File: src/rtl/seg_time_monitor.sv
// rtl/seg_time_monitor.sv - decodes a two-digit 7-segment display and checks it counts legally
// Stage 1 decodes glyphs to BCD; stage 2 tracks the held value and pulses error/wrap flags.
module seg_time_monitor #(
  parameter int MODULUS    = 60,
  parameter bit ACTIVE_LOW = 1'b1
) (
  input  logic       clk,
  input  logic       glob_rst,
  input  logic       ce,
  input  logic       carry_in,
  input  logic       src_rst,
  input  logic [6:0] seg1,
  input  logic [6:0] seg0,
  output logic [3:0] bcd1,
  output logic [3:0] bcd0,
  output logic       locked,
  output logic       glyph_err,
  output logic       seq_err,
  output logic       carry_err,
  output logic       wrap,
  output logic [7:0] err_cnt
);

  typedef enum logic {SYNC, TRACK} state_t;

  localparam logic [6:0] LAST = 7'(MODULUS - 1);

  // Returns {legal, digit}; digit is zero when the pattern is not a 0-9 glyph.
  function automatic logic [4:0] decode(input logic [6:0] raw);
    logic [6:0] s;
    s = ACTIVE_LOW ? ~raw : raw;
    case (s)
      7'h3F:   decode = {1'b1, 4'd0};
      7'h06:   decode = {1'b1, 4'd1};
      7'h5B:   decode = {1'b1, 4'd2};
      7'h4F:   decode = {1'b1, 4'd3};
      7'h66:   decode = {1'b1, 4'd4};
      7'h6D:   decode = {1'b1, 4'd5};
      7'h7D:   decode = {1'b1, 4'd6};
      7'h07:   decode = {1'b1, 4'd7};
      7'h7F:   decode = {1'b1, 4'd8};
      7'h6F:   decode = {1'b1, 4'd9};
      default: decode = 5'd0;
    endcase
  endfunction

  state_t     state_q, state_d;
  logic [3:0] bcd1_q, bcd1_d, bcd0_q, bcd0_d;
  logic       g_ok_q, g_ok_d;
  logic       ce1_q, ce1_d, carry1_q, carry1_d, src1_q, src1_d;
  logic [6:0] p_q, p_d;
  logic       glyph_q, glyph_d, seq_q, seq_d, carry_q, carry_d, wrap_q, wrap_d;
  logic [7:0] err_cnt_q, err_cnt_d;

  logic [4:0] dec1, dec0;
  logic [6:0] val_d, val_q, p_inc;
  logic [1:0] err_sum;
  logic [8:0] err_tot;

  always_comb begin
    dec1     = decode(seg1);
    dec0     = decode(seg0);
    bcd1_d   = dec1[4] ? dec1[3:0] : bcd1_q;
    bcd0_d   = dec0[4] ? dec0[3:0] : bcd0_q;
    val_d    = 7'(bcd1_d) * 7'd10 + 7'(bcd0_d);
    g_ok_d   = dec1[4] & dec0[4] & (val_d <= LAST);
    ce1_d    = ce;
    carry1_d = carry_in;
    src1_d   = src_rst;
  end

  always_comb begin
    val_q   = 7'(bcd1_q) * 7'd10 + 7'(bcd0_q);
    p_inc   = (p_q == LAST) ? 7'd0 : p_q + 7'd1;
    state_d = state_q;
    p_d     = p_q;
    glyph_d = 1'b0;
    seq_d   = 1'b0;
    carry_d = 1'b0;
    wrap_d  = 1'b0;
    case (state_q)
      SYNC: begin
        if (!src1_q && g_ok_q) begin
          p_d     = val_q;
          state_d = TRACK;
        end
      end
      TRACK: begin
        if (src1_q) begin
          state_d = SYNC;
        end else begin
          if (!g_ok_q) begin
            glyph_d = 1'b1;
          end else if (val_q == p_inc) begin
            p_d    = val_q;
            wrap_d = (p_q == LAST);
          end else if (val_q != p_q) begin
            seq_d = 1'b1;
            p_d   = val_q;
          end
          // Carry is judged against the value the counter showed when ce was high.
          carry_d = ce1_q && (carry1_q != (p_d == LAST));
        end
      end
      default: state_d = SYNC;
    endcase
    err_sum   = {1'b0, glyph_d} + {1'b0, seq_d} + {1'b0, carry_d};
    err_tot   = {1'b0, err_cnt_q} + {7'd0, err_sum};
    err_cnt_d = err_tot[8] ? 8'hFF : err_tot[7:0];
  end

  always_ff @(posedge clk) begin
    if (glob_rst) begin
      state_q   <= SYNC;
      bcd1_q    <= 4'd0;
      bcd0_q    <= 4'd0;
      g_ok_q    <= 1'b0;
      ce1_q     <= 1'b0;
      carry1_q  <= 1'b0;
      src1_q    <= 1'b0;
      p_q       <= 7'd0;
      glyph_q   <= 1'b0;
      seq_q     <= 1'b0;
      carry_q   <= 1'b0;
      wrap_q    <= 1'b0;
      err_cnt_q <= 8'd0;
    end else begin
      state_q   <= state_d;
      bcd1_q    <= bcd1_d;
      bcd0_q    <= bcd0_d;
      g_ok_q    <= g_ok_d;
      ce1_q     <= ce1_d;
      carry1_q  <= carry1_d;
      src1_q    <= src1_d;
      p_q       <= p_d;
      glyph_q   <= glyph_d;
      seq_q     <= seq_d;
      carry_q   <= carry_d;
      wrap_q    <= wrap_d;
      err_cnt_q <= err_cnt_d;
    end
  end

  assign bcd1      = bcd1_q;
  assign bcd0      = bcd0_q;
  assign locked    = (state_q == TRACK);
  assign glyph_err = glyph_q;
  assign seq_err   = seq_q;
  assign carry_err = carry_q;
  assign wrap      = wrap_q;
  assign err_cnt   = err_cnt_q;

endmodule
File: config.mk
export PLATFORM = sky130hd
export DESIGN_NAME = seg_time_monitor
export DESIGN_NICKNAME = d
export VERILOG_FILES = /design/src/rtl/seg_time_monitor.sv
export SDC_FILE = /design/constraint.sdc
export NUM_CORES = 1
export LEC_CHECK = 0
export BUFFER_PORTS_ARGS = -buffer_cell sky130_fd_sc_hd__buf_2
export CORE_MARGIN = 4
export CORE_UTILIZATION = 57
export DETAILED_ROUTE_END_ITERATION = 8
export GPL_ROUTABILITY_DRIVEN = 0
export PLACE_DENSITY = 0.8
export SLEW_MARGIN = 20
export SYNTH_ARGS = -nofsm -noshare
export SYNTH_HDL_FRONTEND = slang
export SYNTH_SLANG_ARGS = --single-unit
File: constraint.sdc
create_clock -name clk -period 5.38 [get_ports clk]
set_input_delay 0 -clock clk [delete_from_list [all_inputs] [get_ports clk]]
set_output_delay 0 -clock clk [all_outputs]
set_load 0.05 [all_outputs]
# After elaboration in Yosys (flattened, before gate mapping)

Cells that the tools add are included.

Logic and storage cells: 88
Output and inout port bits: 21
Bits of input ports: 19
Register bits after elaboration: 32

Bitwise operators: 7
Reductions and logical operators: 5
Eq/ne operators: 27
$add $sub $neg: 6
Magnitude comparators: 1
$mul: 2
Muxes and demuxes: 27

Operator list:

| operator            | count |
|---|---|
| $pmux 5 s10         | 2 |
| $eq 7x7->1 const B  | 14 |
| $mux 7              | 8 |
| $eq 7x3->1 const B  | 4 |
| $eq 7x6->1 const B  | 4 |
| $add 7x4->7         | 2 |
| $not 7->7           | 2 |
| $pmux 7 s2          | 1 |
| $mul 4x3->6 const B | 2 |
| $mux 1              | 12 |
| $add 8x2->9         | 1 |
| $mux 4              | 2 |
| $mux 8              | 1 |
| $add 7x1->7 const B | 1 |
| $eq 7x7->1          | 1 |
| $le 7x6->1 const B  | 1 |
| $ne 7x7->1          | 1 |
| $reduce_or 5->1     | 1 |
| $ne 2x2->1 const B  | 2 |
| $not 1->1           | 3 |
| $add 1x1->2         | 1 |
| $add 2x1->2         | 1 |
| $and 1x1->1         | 2 |
| $logic_and 1x1->1   | 2 |
| 4 further kinds     | 4 |

# Depth between registers and ports, before layout

Gate-level depths: netlist (run 1).

Word-level depth: 16
Mapped depth: 18
Gate-level depth less buffers: 18

# Worst setup path after synthesis (run 1)

Ideal clock, no wire load.

Kind: register to register
Start: register bcd1_q[1], in the netlist bcd1[1]
End: register err_cnt_q[1], in the netlist err_cnt[1]
Arrival time: 5.215 ns
Library setup time: 0.132 ns
Slack: 0.033 ns
Data required time: 5.248 ns
Clock period less this slack: 5.347 ns
Stages on the path, launching flop included: 19
Path buffers: 0
Path through: dfxtp_1 -> ha_1 -> ha_1 -> inv_1 -> fa_1 -> nand2b_1 -> a21oi_2 -> xor3_2 -> o31ai_4 -> mux2_4 -> or3_4 -> a211oi_1 -> fa_1 -> ha_1 -> fa_1 -> nand2_1 -> nor2_1 -> nand3_1 -> a21oi_1

Longest elaborated chain between the ends: 16
Elaborated cells on any way between the ends: 23
Classes of those cells: add/sub: 4; mul: 1; eq/ne: 4; mux: 13; reduce/logical: 1

RTL lines:

| what                   | RTL line | RTL |
|---|---|---|
| start, declared        | 48       | `logic [3:0] bcd1_q, bcd1_d, bcd0_q, bcd0_d;` |
| start signal, assigned | 115      | `bcd1_q <= 4'd0;` |
| start signal, assigned | 129      | `bcd1_q <= bcd1_d;` |
| $mul 4x3->6 (*)        | 73       | `val_q = 7'(bcd1_q) * 7'd10 + 7'(bcd0_q);` |
| $add 7x4->7 (*)        | 73       |  |
| $ne 7x7->1             | 97       | `end else if (val_q != p_q) begin` |
| $mux 7                 | 97       |  |
| $mux 7 (*)             | 94       | `end else if (val_q == p_inc) begin` |
| $mux 7 (*)             | 92       | `if (!g_ok_q) begin` |
| $mux 7 (*)             | 89       | `if (src1_q) begin` |
| $mux 7 (*)             | 81       | `case (state_q)` |
| $eq 7x6->1 (*)         | 102      | `carry_d = ce1_q && (carry1_q != (p_d == LAST));` |
| $ne 1x1->1 (*)         | 102      |  |
| $logic_and 1x1->1 (*)  | 102      |  |
| $mux 1 (*)             | 89       |  |
| $mux 1 (*)             | 81       |  |
| net carry_d            | 52       | `logic glyph_q, glyph_d, seq_q, seq_d, carry_q, carry_d, wrap_q, wrap_d;` |
| $add 2x1->2 (*)        | 107      | `err_sum = {1'b0, glyph_d} + {1'b0, seq_d} + {1'b0, carry_d};` |
| $add 8x2->9 (*)        | 108      | `err_tot = {1'b0, err_cnt_q} + {7'd0, err_sum};` |
| $mux 8 (*)             | 109      | `err_cnt_d = err_tot[8] ? 8'hFF : err_tot[7:0];` |
| end signal, assigned   | 140      | `err_cnt_q <= err_cnt_d;` |
| end, declared          | 53       | `logic [7:0] err_cnt_q, err_cnt_d;` |

Mark *: on every way through the listed nets, which the timed path passes. The rest lies on a longest branch. The select of a mux whose other input is x is not followed.
A chain may end at the register's enable or synchronous reset.

# Worst setup path after layout (run 1)

Start: register bcd1_q[3], in the netlist bcd1[3]
End: register err_cnt_q[4], in the netlist err_cnt[4]

Same word-level chain as after synthesis.

==> metrics.txt, run 1 <==
# TYPE chip_impl_metric gauge
chip_impl_metric{name="timing.critical_path.slowest_cell_delay",unit="ns"} 0.47
chip_impl_metric{name="finalHoldWorstSlack",unit="ns"} 0.113
chip_impl_metric{name="track_usage",unit=""} 0.212
chip_impl_metric{name="fin_worst_skew",unit="ns"} 0.00432
chip_impl_metric{name="max-slew-margin-rel",unit=""} 0.635
chip_impl_metric{name="iteration_count_of_the_initial_detailed_routing_pass",unit=""} 4
chip_impl_metric{name="postSynthNetCount",unit=""} 319
chip_impl_metric{name="placedCellCount",unit=""} 360
chip_impl_info{name="worst_hold_path.endpoint",value="bcd0[1]"} 1
chip_impl_metric{name="clkSlewWorstSetupHoldPaths",unit="ns"} 0.07
chip_impl_metric{name="muxShareOfSynthArea",unit=""} 0.0225
chip_impl_info{name="cp_cell_sequence",value="ha_1 > ha_1 > inv_1 > fa_1 > nand2b_1 > a21oi_2 > xor3_2 > o31ai_4 > mux2_4 > or3_4 > a211oi_2 > fa_1 > ha_1 > fa_1 > nand2_1 > nor2_1 > nand3_2 > a21oi_1"} 1
chip_impl_metric{name="finalWirelength",unit="um"} 5370
chip_impl_metric{name="grt_start_max_net_pins",unit=""} 30
chip_impl_info{name="min_path_type",value="primary input to flip-flop"} 1
chip_impl_metric{name="grtUsageMet1",unit=""} 0.264
chip_impl_info{name="run_status",value="complete, no violations"} 1
chip_impl_metric{name="port_buffers",unit=""} 39
chip_impl_metric{name="grt_use_met2",unit=""} 0.360
chip_impl_metric{name="synth_compound_gate_area_share",unit=""} 0.180
chip_impl_metric{name="synthesis.instances",unit=""} 278
chip_impl_metric{name="yosys.area_share.simple",unit=""} 0.245
chip_impl_metric{name="nFillCells",unit=""} 326
chip_impl_metric{name="via_count_normalized_by_instance_count",unit=""} 5.78
chip_impl_metric{name="met3_usage",unit=""} 0.0465
chip_impl_info{name="tritoncts_clock_tree",value="yes"} 1
chip_impl_metric{name="antennaDiodeCount",unit=""} 0
chip_impl_metric{name="hpwlAfterDp",unit="um"} 4160
chip_impl_metric{name="reg2regPathDepth",unit=""} 18
chip_impl_info{name="hold_path_startpoint",value="seg0[0]"} 1
chip_impl_info{name="top_usage_layer",value="met2"} 1
chip_impl_metric{name="detailedPlace.worstSlack",unit="ns"} 0.0870
chip_impl_info{name="worstReg2RegStart",value="bcd1[3]"} 1
chip_impl_info{name="critical-path-top-delay-family",value="adder cells"} 1
chip_impl_metric{name="maxCapViolations",unit=""} 0
chip_impl_metric{name="core-area",unit="sq um"} 4090
chip_impl_metric{name="wl_per_cell",unit="um"} 14.5
chip_impl_metric{name="htree_num_levels",unit=""} 2
chip_impl_metric{name="arrival",unit="ns"} 5.23
chip_impl_metric{name="boundaryPins",unit=""} 40
chip_impl_metric{name="cts-buffers-inserted",unit=""} 5
chip_impl_metric{name="cp_num_buf_inv",unit=""} 1
chip_impl_metric{name="die_y",unit="um"} 73.6
chip_impl_metric{name="cp_data_required_time",unit="ns"} 5.52
chip_impl_metric{name="fmax",unit="MHz"} 196
chip_impl_metric{name="slew_viol_final",unit=""} 0
chip_impl_metric{name="layout.cells.non_filler",unit=""} 371
chip_impl_metric{name="synth_to_layout_area_growth",unit="%"} 15.4
chip_impl_metric{name="powerDensity",unit="nW/um^2"} 191
chip_impl_metric{name="finalCritPeriodShare",unit=""} 0.946
chip_impl_metric{name="peakVddDrop",unit="mV"} 0.146
chip_impl_metric{name="fp.dieArea",unit="sq um"} 5410
chip_impl_metric{name="grt-ovfl-total",unit=""} 0
chip_impl_metric{name="number_of_flops_mapped_to_enable_cells_by_yosys",unit=""} 0
chip_impl_metric{name="placement_rows",unit=""} 23
chip_impl_metric{name="final-setup-viol-count",unit=""} 0
chip_impl_metric{name="synth-async-reset-ratio",unit=""} 0
chip_impl_metric{name="fin_setup_tns",unit="ns"} 0
chip_impl_metric{name="whs_path_depth",unit=""} 3
chip_impl_info{name="largest_family_of_logic_cells_by_synthesized_area",value="simple AND/OR/NAND/NOR gates"} 1
chip_impl_info{name="synth_ff_type",value="dfxtp_1"} 1
chip_impl_metric{name="first_pass_grt_wire_length",unit="um"} 8980
chip_impl_metric{name="yosys.area_share.xor_xnor",unit=""} 0.122
chip_impl_info{name="synth_top_cell_by_area",value="dfxtp_1"} 1
chip_impl_metric{name="clk_path_buf_depth",unit=""} 2
chip_impl_info{name="crit_path_start_kind",value="flip-flop"} 1
chip_impl_metric{name="netlist-cell-type-count",unit=""} 56
chip_impl_metric{name="r2r_slack",unit="ns"} 0.29
chip_impl_metric{name="dr.first_iter.drc_count",unit=""} 115
chip_impl_metric{name="fin_crit",unit="ns"} 5.09
chip_impl_metric{name="drt_drc_violations_left",unit=""} 0
chip_impl_metric{name="cp_max_fo",unit=""} 6
chip_impl_metric{name="yosys_register_bits",unit=""} 32
chip_impl_metric{name="synth_area_in_adders",unit=""} 0.131
chip_impl_metric{name="antenna_found_initial",unit=""} 0
chip_impl_info{name="timing.critical_path.to_type",value="flip-flop"} 1
chip_impl_info{name="timing.critical_path.slowest_stage_cell",value="fa_1"} 1
chip_impl_metric{name="synth_top_area_frac",unit=""} 0.261
chip_impl_metric{name="yosys_warnings",unit=""} 0
chip_impl_metric{name="synth_seq_area_share",unit=""} 0.261
chip_impl_info{name="timing_worst_setup_path_type",value="flip-flop to flip-flop"} 1
chip_impl_metric{name="num-nets-final",unit=""} 361
chip_impl_metric{name="critical_path_cell_count",unit=""} 18
chip_impl_info{name="synthTopCellsByArea",value="dfxtp_1, ha_1, fa_1"} 1
chip_impl_metric{name="post_synth_instance_area",unit="sq um"} 2450
chip_impl_info{name="reg2reg_end",value="err_cnt[4]"} 1
chip_impl_metric{name="post-route-worst-setup-slack",unit="ns"} 0.291
chip_impl_metric{name="antenna_violating_nets_post_route",unit=""} 0
chip_impl_metric{name="layout-drive-gt1-share",unit=""} 0.193
chip_impl_metric{name="clk-insertion-delay-late",unit="ns"} 0.28
chip_impl_info{name="rsz0062_at_grt",value="no"} 1
chip_impl_metric{name="floorplan.initialDensity",unit=""} 0.600
chip_impl_metric{name="fp.dieW",unit="um"} 73.6
chip_impl_info{name="most-common-layout-cells",value="buf_2, dfxtp_1, nor2_1, a21oi_1, nor2b_1"} 1
chip_impl_info{name="layout_commonest_cell",value="buf_2"} 1
chip_impl_metric{name="avgSynthCellArea",unit="sq um"} 8.81
chip_impl_metric{name="power_leakage",unit="uW"} 0.00125
chip_impl_metric{name="final_hold_viol_count",unit=""} 0
chip_impl_metric{name="clkSinkCount",unit=""} 32
chip_impl_info{name="cts_root_buf",value="clkbuf_8"} 1
chip_impl_metric{name="via_count",unit=""} 2144
chip_impl_metric{name="tightest_slew",unit="ns"} 0.541
chip_impl_metric{name="via_count_of_the_first_global_routing_pass",unit=""} 1969
==> sequential cells by signal (all words and copies together) (netlist names) <==
signal	flops
err_cnt	8
src1_q	1
glyph_err	1
bcd1	4
ce1_q	1
g_ok_q	1
p_q	7
carry_err	1
carry1_q	1
seq_err	1
wrap	1
locked	1
bcd0	4
==> per-layer routing <==
metal,part of all wire,up-vias
met5,0,-
met4,0.014,0
met3,0.048,7
met2,0.49,59
met1,0.44,997
li1,-,1081
==> through the flow <==
| stage | instance area, sq um | power (uW) | utilization |
|---|---|---|---|
| finish | 2830 | 539 | 0.692 |
| global route | 2830 | 565 | 0.692 |
| CTS | 2820 | 544 | 0.689 |
| detailed placement | 2680 | 316 | 0.655 |
| global placement | 2680 | 315 | 0.655 |
| floorplan | 2450 | 294 | - |
==> final cells by class <==
type	count	area [sq um]	share of cell area
Clock buffer	6	72.6	0.0257
Clock inverter	2	35.0	0.0124
Inverter	15	56.3	0.0199
Multi-Input combinational cell	223	1730	0.610
Sequential cell	32	642	0.227
Tap cell	50	62.6	0.0221
Timing Repair Buffer	43	233	0.0823
==> kinds of logic (layout without fill, tap and decap cells) <==
logic type | count (synthesis) | after routing
and+or+nand+nor | 107 | 107
AOI/OAI and AO/OA | 60 | 60
DFF | 32 | 32
xor gates and xnor gates | 29 | 29
buffers and inverters | 23 | 66
adders and majority gates | 22 | 22
muxes | 5 | 5
==> cell usage after synthesis, drive strengths merged, types with 3 or more instances <==
| cell | count |
|---|---|
| a21oi | 21 |
| ha | 16 |
| a31oi | 3 |
| nand3 | 12 |
| xor2 | 13 |
| xnor2 | 13 |
| dfxtp | 32 |
| a22o | 6 |
| a21o | 5 |
| inv | 15 |
| nand4 | 3 |
| nand2b | 6 |
| a211oi | 4 |
| nor2 | 21 |
| nand2 | 16 |
| mux2i | 4 |
| fa | 6 |
| clkbuf | 7 |
| nor3 | 8 |
| o21ai | 6 |
| nor4 | 4 |
| nor2b | 18 |
| nor4b | 5 |
==> worst min-delay path: stages <==
cell and delay [ns]:
buf_2 0.13, o2bb2ai_1 0.09, nor2b_1 0.13
==> power by group <==
part | leakage [uW] | switching, uW | total (uW) | internal [uW]
Sequential | 0.000259 | 3.32 | 243 | 240
Combinational | 0.000932 | 41.9 | 70.9 | 29.0
Clock | 0.0000552 | 88.0 | 225 | 137
==> what timing repair did <==
action / CTS / global route
endpoints found under the setup margin: 0 / 7
buffers inserted: 0 / 0
hold endpoints to repair: 3 / 0
hold buffers: 3 / 0
gates resized for setup: 0 / 3
==> worst max path at each step <==
stage,slack (ns),to,startpoint
3_5_place_dp,0.09,err_cnt[4],bcd1[1]
5_1_grt,0.06,err_cnt[4],bcd1[3]
2_1_floorplan,0.03,err_cnt[1],bcd1[1]
6_report,0.29,err_cnt[4],bcd1[3]
3_3_place_gp,0.27,err_cnt[0],bcd1[1]
4_1_cts,0.07,err_cnt[4],bcd1[1]
Power figures use the tool's default switching activity.
==> run 2: changes to the inputs <==
--- a/config.mk
+++ b/config.mk
@@ -6,11 +6,12 @@
 export NUM_CORES = 1
 export LEC_CHECK = 0
 export BUFFER_PORTS_ARGS = -buffer_cell sky130_fd_sc_hd__buf_2
-export CORE_MARGIN = 4
-export CORE_UTILIZATION = 57
+export CORE_MARGIN = 2
+export CORE_UTILIZATION = 55
+export CTS_BUF_LIST = sky130_fd_sc_hd__clkbuf_16
 export DETAILED_ROUTE_END_ITERATION = 8
 export GPL_ROUTABILITY_DRIVEN = 0
-export PLACE_DENSITY = 0.8
+export PLACE_DENSITY = 0.78
 export SLEW_MARGIN = 20
 export SYNTH_ARGS = -nofsm -noshare
 export SYNTH_HDL_FRONTEND = slang
==> run 2 against run 1 <==
Against the previous run: hold slack better by 0.013 ns; combinational power is 0.6% lower; non-clock buffer count stayed put; core utilization is 2.4 points lower; final area is 2.1% higher; sequential power hardly changed; critical path type unchanged; maximum frequency is 0.56% higher; first-iteration DRC count is 23% higher.
==> metrics.txt, run 2 (same netlist as run 1, synthesis figures left out) <==
# TYPE chip_impl_metric gauge
chip_impl_metric{name="clk_path_buf_depth",unit=""} 2
chip_impl_info{name="run_status",value="complete, no violations"} 1
chip_impl_metric{name="fin_setup_tns",unit="ns"} 0
chip_impl_info{name="min_path_type",value="primary input to flip-flop"} 1
chip_impl_metric{name="power.share.clock",unit=""} 0.499
chip_impl_metric{name="final-setup-viol-count",unit=""} 0
chip_impl_info{name="most-common-layout-cells",value="buf_2, dfxtp_1, nor2_1, a21oi_1, nor2b_1"} 1
chip_impl_metric{name="whs_path_depth",unit=""} 3
chip_impl_metric{name="seq_power_share",unit=""} 0.388
chip_impl_metric{name="r2r_slack",unit="ns"} 0.32
chip_impl_metric{name="via_count_of_the_first_global_routing_pass",unit=""} 2044
chip_impl_metric{name="detailedPlace.worstSlack",unit="ns"} 0.138
chip_impl_metric{name="floorplan.initialDensity",unit=""} 0.567
chip_impl_info{name="tritoncts_clock_tree",value="yes"} 1
chip_impl_metric{name="clkSinkCount",unit=""} 32
chip_impl_metric{name="grt_start_max_net_pins",unit=""} 30
chip_impl_metric{name="fin_worst_skew",unit="ns"} 0.00533
chip_impl_metric{name="max-slew-margin-rel",unit=""} 0.557
chip_impl_metric{name="fin_crit",unit="ns"} 5.06
chip_impl_metric{name="finalCritPeriodShare",unit=""} 0.941
chip_impl_metric{name="hpwlAfterDp",unit="um"} 3970
chip_impl_metric{name="track_usage",unit=""} 0.220
chip_impl_metric{name="boundaryPins",unit=""} 40
chip_impl_metric{name="grt-ovfl-total",unit=""} 0
chip_impl_metric{name="antenna_violating_nets_post_route",unit=""} 0
chip_impl_metric{name="final_hold_viol_count",unit=""} 0
chip_impl_metric{name="comb_power_share",unit=""} 0.112
chip_impl_metric{name="power_leakage",unit="uW"} 0.00128
chip_impl_metric{name="cp_data_required_time",unit="ns"} 5.52
chip_impl_metric{name="synth_to_layout_area_growth",unit="%"} 17.8
chip_impl_metric{name="powerDensity",unit="nW/um^2"} 217
chip_impl_metric{name="switching_share",unit=""} 0.227
chip_impl_metric{name="peakVddDrop",unit="mV"} 0.122
chip_impl_metric{name="post-route-worst-setup-slack",unit="ns"} 0.319
chip_impl_metric{name="multiInputGateArea",unit="sq um"} 1730
chip_impl_metric{name="fp.dieW",unit="um"} 70.7
chip_impl_metric{name="maxCapViolations",unit=""} 0
chip_impl_metric{name="area.sequential",unit="sq um"} 642
chip_impl_info{name="layout_commonest_cell",value="buf_2"} 1
chip_impl_metric{name="die_y",unit="um"} 70.7
chip_impl_info{name="cts_root_buf",value="clkbuf_16"} 1
chip_impl_metric{name="first_pass_grt_wire_length",unit="um"} 9000
chip_impl_metric{name="iteration_count_of_the_initial_detailed_routing_pass",unit=""} 7
chip_impl_info{name="rsz0062_at_grt",value="no"} 1
chip_impl_metric{name="htree_num_levels",unit=""} 2
chip_impl_metric{name="arrival",unit="ns"} 5.20
chip_impl_info{name="hold_path_startpoint",value="seg0[0]"} 1
chip_impl_metric{name="dr.first_iter.drc_count",unit=""} 142
chip_impl_metric{name="cts-buffers-inserted",unit=""} 5
chip_impl_info{name="reg2reg_end",value="err_cnt[4]"} 1
chip_impl_metric{name="tightest_slew",unit="ns"} 0.656
chip_impl_metric{name="via_count_normalized_by_instance_count",unit=""} 5.77
chip_impl_metric{name="finalWirelength",unit="um"} 5170
chip_impl_metric{name="reg2regPathDepth",unit=""} 18
chip_impl_metric{name="num-nets-final",unit=""} 361
chip_impl_metric{name="clkSlewWorstSetupHoldPaths",unit="ns"} 0.05
chip_impl_metric{name="wl_per_cell",unit="um"} 13.9
chip_impl_metric{name="antennaDiodeCount",unit=""} 0
chip_impl_metric{name="cp_max_fo",unit=""} 6
chip_impl_metric{name="internal_dissipation",unit="uW"} 485
chip_impl_metric{name="core-area",unit="sq um"} 4320
chip_impl_metric{name="layout-drive-gt1-share",unit=""} 0.193
chip_impl_info{name="timing_worst_setup_path_type",value="flip-flop to flip-flop"} 1
chip_impl_metric{name="nFillCells",unit=""} 370
chip_impl_info{name="timing.critical_path.to_type",value="flip-flop"} 1
chip_impl_metric{name="fp.dieArea",unit="sq um"} 5000
chip_impl_metric{name="drt_drc_violations_left",unit=""} 0
chip_impl_metric{name="antenna_found_initial",unit=""} 0
chip_impl_metric{name="fmax",unit="MHz"} 198
chip_impl_metric{name="placement_rows",unit=""} 24
chip_impl_metric{name="via_count",unit=""} 2153
chip_impl_info{name="worst_hold_path.endpoint",value="bcd0[1]"} 1
chip_impl_metric{name="clk-insertion-delay-late",unit="ns"} 0.27
chip_impl_metric{name="port_buffers",unit=""} 39
chip_impl_info{name="crit_path_start_kind",value="flip-flop"} 1
chip_impl_metric{name="power.switching",unit="uW"} 142
chip_impl_metric{name="slew_viol_final",unit=""} 0
chip_impl_info{name="worstReg2RegStart",value="bcd1[1]"} 1
chip_impl_metric{name="largest_reg_flops",unit=""} 8
==> run 2: layout make-up <==
| type | instances | share of cell area |
|---|---|---|
| clock inverters | 3 | 0.0134 |
| multi-input cells | 223 | 0.598 |
| repair buffers | 43 | 0.0807 |
| inverters | 15 | 0.0195 |
| flip-flops and latches | 32 | 0.222 |
| well taps | 52 | 0.0225 |
| clock buffers | 5 | 0.0434 |
==> run 2: how the worst max path moves through the flow <==
stage | from | to | slack, ns | cells past startpoint
finish | bcd1[1] | err_cnt[4] | 0.32 | 18
floorplan | bcd1[1] | err_cnt[1] | 0.03 | 18
global route | bcd1[1] | err_cnt[3] | 0.05 | 18
CTS | bcd1[1] | err_cnt[1] | 0.1 | 18
global placement | bcd1[1] | err_cnt[0] | 0.27 | 18
detailed placement | bcd1[1] | err_cnt[1] | 0.14 | 18
==> run 2: per-layer routing <==
layer / wire [um] / global-route usage / vias up
li1: - / - / 1086
met1: 2330 / 0.271 / 1007
met2: 2550 / 0.378 / 49
met3: 182 / 0.0499 / 11
met4: 113 / 0.0797 / 0
met5: 0 / 0 / -
==> run 2: repair_timing <==
item                       in CTS  in global routing
hold endpoints to repair        3                  0
resized for setup               0                  3
buffers inserted                0                  0
setup endpoints to repair       0                  8
hold buffers                    3                  0
==> run 2: stage by stage <==
stage	hold WS, ns	utilization	power (uW)	cells	instance area (sq um)
2_1_floorplan	0.128	-	294	278	2450
4_1_cts	0.126	0.665	632	373	2870
3_3_place_gp	0.207	0.620	315	362	2680
5_1_grt	0.141	0.667	650	373	2890
6_report	0.126	0.667	627	373	2890
3_5_place_dp	0.220	0.620	316	362	2680
==> run 2: power groups by stage <==
stage / logic, uW / clock network [uW] / registers (uW)
after floorplan: 41.8 / 0 / 252
after global placement: 66.6 / 0 / 248
after detailed placement: 68.2 / 0 / 248
after CTS: 70.2 / 318 / 243
after global routing: 77.9 / 329 / 244
final: 70.5 / 313 / 243
==> run 2: worst max-delay path, stage by stage (launching register included) <==
cell      delay (ns)
dfxtp_2         0.35
ha_1            0.30
ha_1            0.20
inv_1           0.07
fa_1            0.47
nand2b_1        0.19
a21oi_2         0.18
xor3_2          0.39
o31ai_4         0.22
mux2_4          0.34
or3_4           0.39
a211oi_2        0.25
fa_1            0.45
ha_1            0.25
fa_1            0.47
nand2_1         0.13
nor2_1          0.08
nand3_2         0.13
a21oi_1         0.08
==> run 3: changes to the inputs <==
==> constraint.sdc (replaced) <==
create_clock -name clk -period 5.38 [get_ports clk]
set_input_delay 0.807 -clock clk [delete_from_list [all_inputs] [get_ports clk]]
set_output_delay 0.807 -clock clk [all_outputs]
set_load 0.05 [all_outputs]
==> run 3 against run 2 <==
Against the previous run: core utilization decreased by 0.81 points; total power decreased by 0.27%; via count decreased by 1.1%; sequential cell count unchanged; global-route usage decreased by 0.36 points; routed wire length decreased by 1.4%; clock power about the same; clock-buffer cell count unchanged; sequential share of layout area increased by 0.27 points; worst setup slack got worse by 0.066 ns; critical path type unchanged.
==> metrics.txt, run 3 (same netlist as run 1, synthesis figures left out) <==
# TYPE chip_impl_metric gauge
chip_impl_info{name="timing_worst_setup_path_type",value="flip-flop to flip-flop"} 1
chip_impl_metric{name="internal_dissipation",unit="uW"} 483
chip_impl_metric{name="seq_power_share",unit=""} 0.390
chip_impl_metric{name="layout-drive-gt1-share",unit=""} 0.192
chip_impl_metric{name="fin_crit",unit="ns"} 5.13
chip_impl_info{name="most-common-layout-cells",value="buf_2, dfxtp_1, nor2_1, a21oi_1, nor2b_1"} 1
chip_impl_info{name="timing.critical_path.to_type",value="flip-flop"} 1
chip_impl_metric{name="post-route-worst-setup-slack",unit="ns"} 0.253
chip_impl_metric{name="power_leakage",unit="uW"} 0.00126
chip_impl_metric{name="num-nets-final",unit=""} 358
chip_impl_metric{name="finalHoldWorstSlack",unit="ns"} 0.499
chip_impl_metric{name="final-setup-viol-count",unit=""} 0
chip_impl_metric{name="maxCapViolations",unit=""} 0
chip_impl_metric{name="iteration_count_of_the_initial_detailed_routing_pass",unit=""} 6
chip_impl_metric{name="ctsResizeCount",unit=""} 0
chip_impl_metric{name="power.switching",unit="uW"} 142
chip_impl_metric{name="clkSinkCount",unit=""} 32
chip_impl_metric{name="port_buffers",unit=""} 39
chip_impl_metric{name="switching_share",unit=""} 0.227
chip_impl_metric{name="wl_per_cell",unit="um"} 13.8
chip_impl_metric{name="grt-ovfl-total",unit=""} 0
chip_impl_metric{name="via_count",unit=""} 2129
chip_impl_metric{name="synth_to_layout_area_growth",unit="%"} 16.3
chip_impl_info{name="crit_path_start_kind",value="flip-flop"} 1
chip_impl_metric{name="detailedPlace.worstSlack",unit="ns"} 0.138
chip_impl_metric{name="peakVddDrop",unit="mV"} 0.122
chip_impl_metric{name="die_y",unit="um"} 70.7
chip_impl_metric{name="clkSlewWorstSetupHoldPaths",unit="ns"} 0.05
chip_impl_metric{name="htree_num_levels",unit=""} 2
chip_impl_metric{name="max-slew-margin-rel",unit=""} 0.552
chip_impl_metric{name="cp_data_required_time",unit="ns"} 5.52
chip_impl_metric{name="antennaDiodeCount",unit=""} 0
chip_impl_metric{name="grt_start_max_net_pins",unit=""} 30
chip_impl_metric{name="fp.dieW",unit="um"} 70.7
chip_impl_metric{name="clk_path_buf_depth",unit=""} 2
chip_impl_metric{name="final_hold_viol_count",unit=""} 0
chip_impl_metric{name="via_count_of_the_first_global_routing_pass",unit=""} 1995
chip_impl_metric{name="fp.dieArea",unit="sq um"} 5000
chip_impl_metric{name="layout.cells.non_filler",unit=""} 370
chip_impl_metric{name="drt_drc_violations_left",unit=""} 0
chip_impl_metric{name="antenna_found_initial",unit=""} 0
chip_impl_metric{name="holdBufCountCts",unit=""} 0
chip_impl_metric{name="finalWirelength",unit="um"} 5100
chip_impl_info{name="layout_commonest_cell",value="buf_2"} 1
chip_impl_metric{name="cts.repair_timing.setup_buffer_count",unit=""} 0
chip_impl_metric{name="placedCellCount",unit=""} 362
chip_impl_metric{name="floorplan.initialDensity",unit=""} 0.567
chip_impl_metric{name="dr.first_iter.drc_count",unit=""} 146
chip_impl_metric{name="clk-insertion-delay-late",unit="ns"} 0.27
chip_impl_metric{name="hpwlAfterDp",unit="um"} 3970
chip_impl_metric{name="powerDensity",unit="nW/um^2"} 219
chip_impl_metric{name="cp_max_fo",unit=""} 6
chip_impl_metric{name="finalCritPeriodShare",unit=""} 0.953
chip_impl_metric{name="slew_viol_final",unit=""} 0
chip_impl_info{name="tritoncts_clock_tree",value="yes"} 1
chip_impl_metric{name="fmax",unit="MHz"} 195
chip_impl_metric{name="core-area",unit="sq um"} 4320
chip_impl_metric{name="boundaryPins",unit=""} 40
chip_impl_metric{name="r2r_slack",unit="ns"} 0.25
chip_impl_metric{name="first_pass_grt_wire_length",unit="um"} 8840
chip_impl_metric{name="cts-buffers-inserted",unit=""} 5
chip_impl_metric{name="arrival",unit="ns"} 5.27
chip_impl_metric{name="fin_worst_skew",unit="ns"} 0.00534
chip_impl_metric{name="antenna_violating_nets_post_route",unit=""} 0
chip_impl_metric{name="via_count_normalized_by_instance_count",unit=""} 5.75
chip_impl_metric{name="power.share.clock",unit=""} 0.501
chip_impl_metric{name="comb_power_share",unit=""} 0.110
chip_impl_info{name="run_status",value="complete, no violations"} 1
chip_impl_metric{name="tightest_slew",unit="ns"} 0.664
chip_impl_metric{name="track_usage",unit=""} 0.217
chip_impl_metric{name="largest_reg_flops",unit=""} 8
chip_impl_info{name="min_path_type",value="flip-flop to flip-flop"} 1
chip_impl_info{name="cts_root_buf",value="clkbuf_16"} 1
chip_impl_metric{name="placement_rows",unit=""} 24
run 3: cell count changes in the layout (fill, tap and decap cells not counted):
cell / before / now
a211oi_1: 3 / 4
a211oi_2: 1 / 0
dlygate4sd3_1: 3 / 0
run 3: power by group through the flow:
stage / clock (uW) / sequential (uW) / combinational (uW)
final: 313 / 243 / 68.6
after global routing: 329 / 244 / 75.9
after floorplan: 0 / 252 / 41.8
after CTS: 318 / 243 / 68.6
after detailed placement: 0 / 248 / 68.2
after global placement: 0 / 248 / 66.6
run 3: through the flow:
stage / setup TNS [ns] / util / cell area (sq um) / power, uW
final: 0 / 0.659 / 2850 / 625
after global placement: 0 / 0.620 / 2680 / 315
after global routing: -0.00329 / 0.659 / 2850 / 648
after detailed placement: 0 / 0.620 / 2680 / 316
after CTS: 0 / 0.658 / 2840 / 630
after floorplan: 0 / - / 2450 / 294
run 3: critical path, stage by stage, from the launching register on:
cell and delay (ns):
dfxtp_2 0.35, ha_1 0.30, ha_1 0.20, inv_1 0.07, fa_1 0.47, nand2b_1 0.19, a21oi_2 0.18, xor3_2 0.39
o31ai_4 0.22, mux2_4 0.34, or3_4 0.39, a211oi_1 0.30, fa_1 0.47, ha_1 0.25, fa_1 0.47, nand2_1 0.13
nor2_1 0.08, nand3_2 0.12, a21oi_1 0.08
run 3: path summary, 6_finish.rpt:
| kind | from | to | depth (start not counted) |
|---|---|---|---|
| hold reg to reg | ce1_q | carry_err | 2 |
| hold / removal | ce1_q | carry_err | 2 |
| setup reg to reg | bcd1[1] | err_cnt[4] | 18 |
| setup / recovery | bcd1[1] | err_cnt[4] | 18 |
run 3: final cells by class:
type	instances	area, sq um
clock buffers	5	125
clock inverters	3	38.8
fillers	377	1470
inverters	15	56.3
multi-input cells	223	1720
flip-flops and latches	32	642
well taps	52	65.1
repair buffers	40	203
run 3: metal layers:
metal	global-route usage	wire [um]	vias up
met4	0.0797	77	0
met3	0.0499	191	6
li1	-	-	1076
met5	0	0	-
met1	0.268	2260	1001
met2	0.369	2570	46
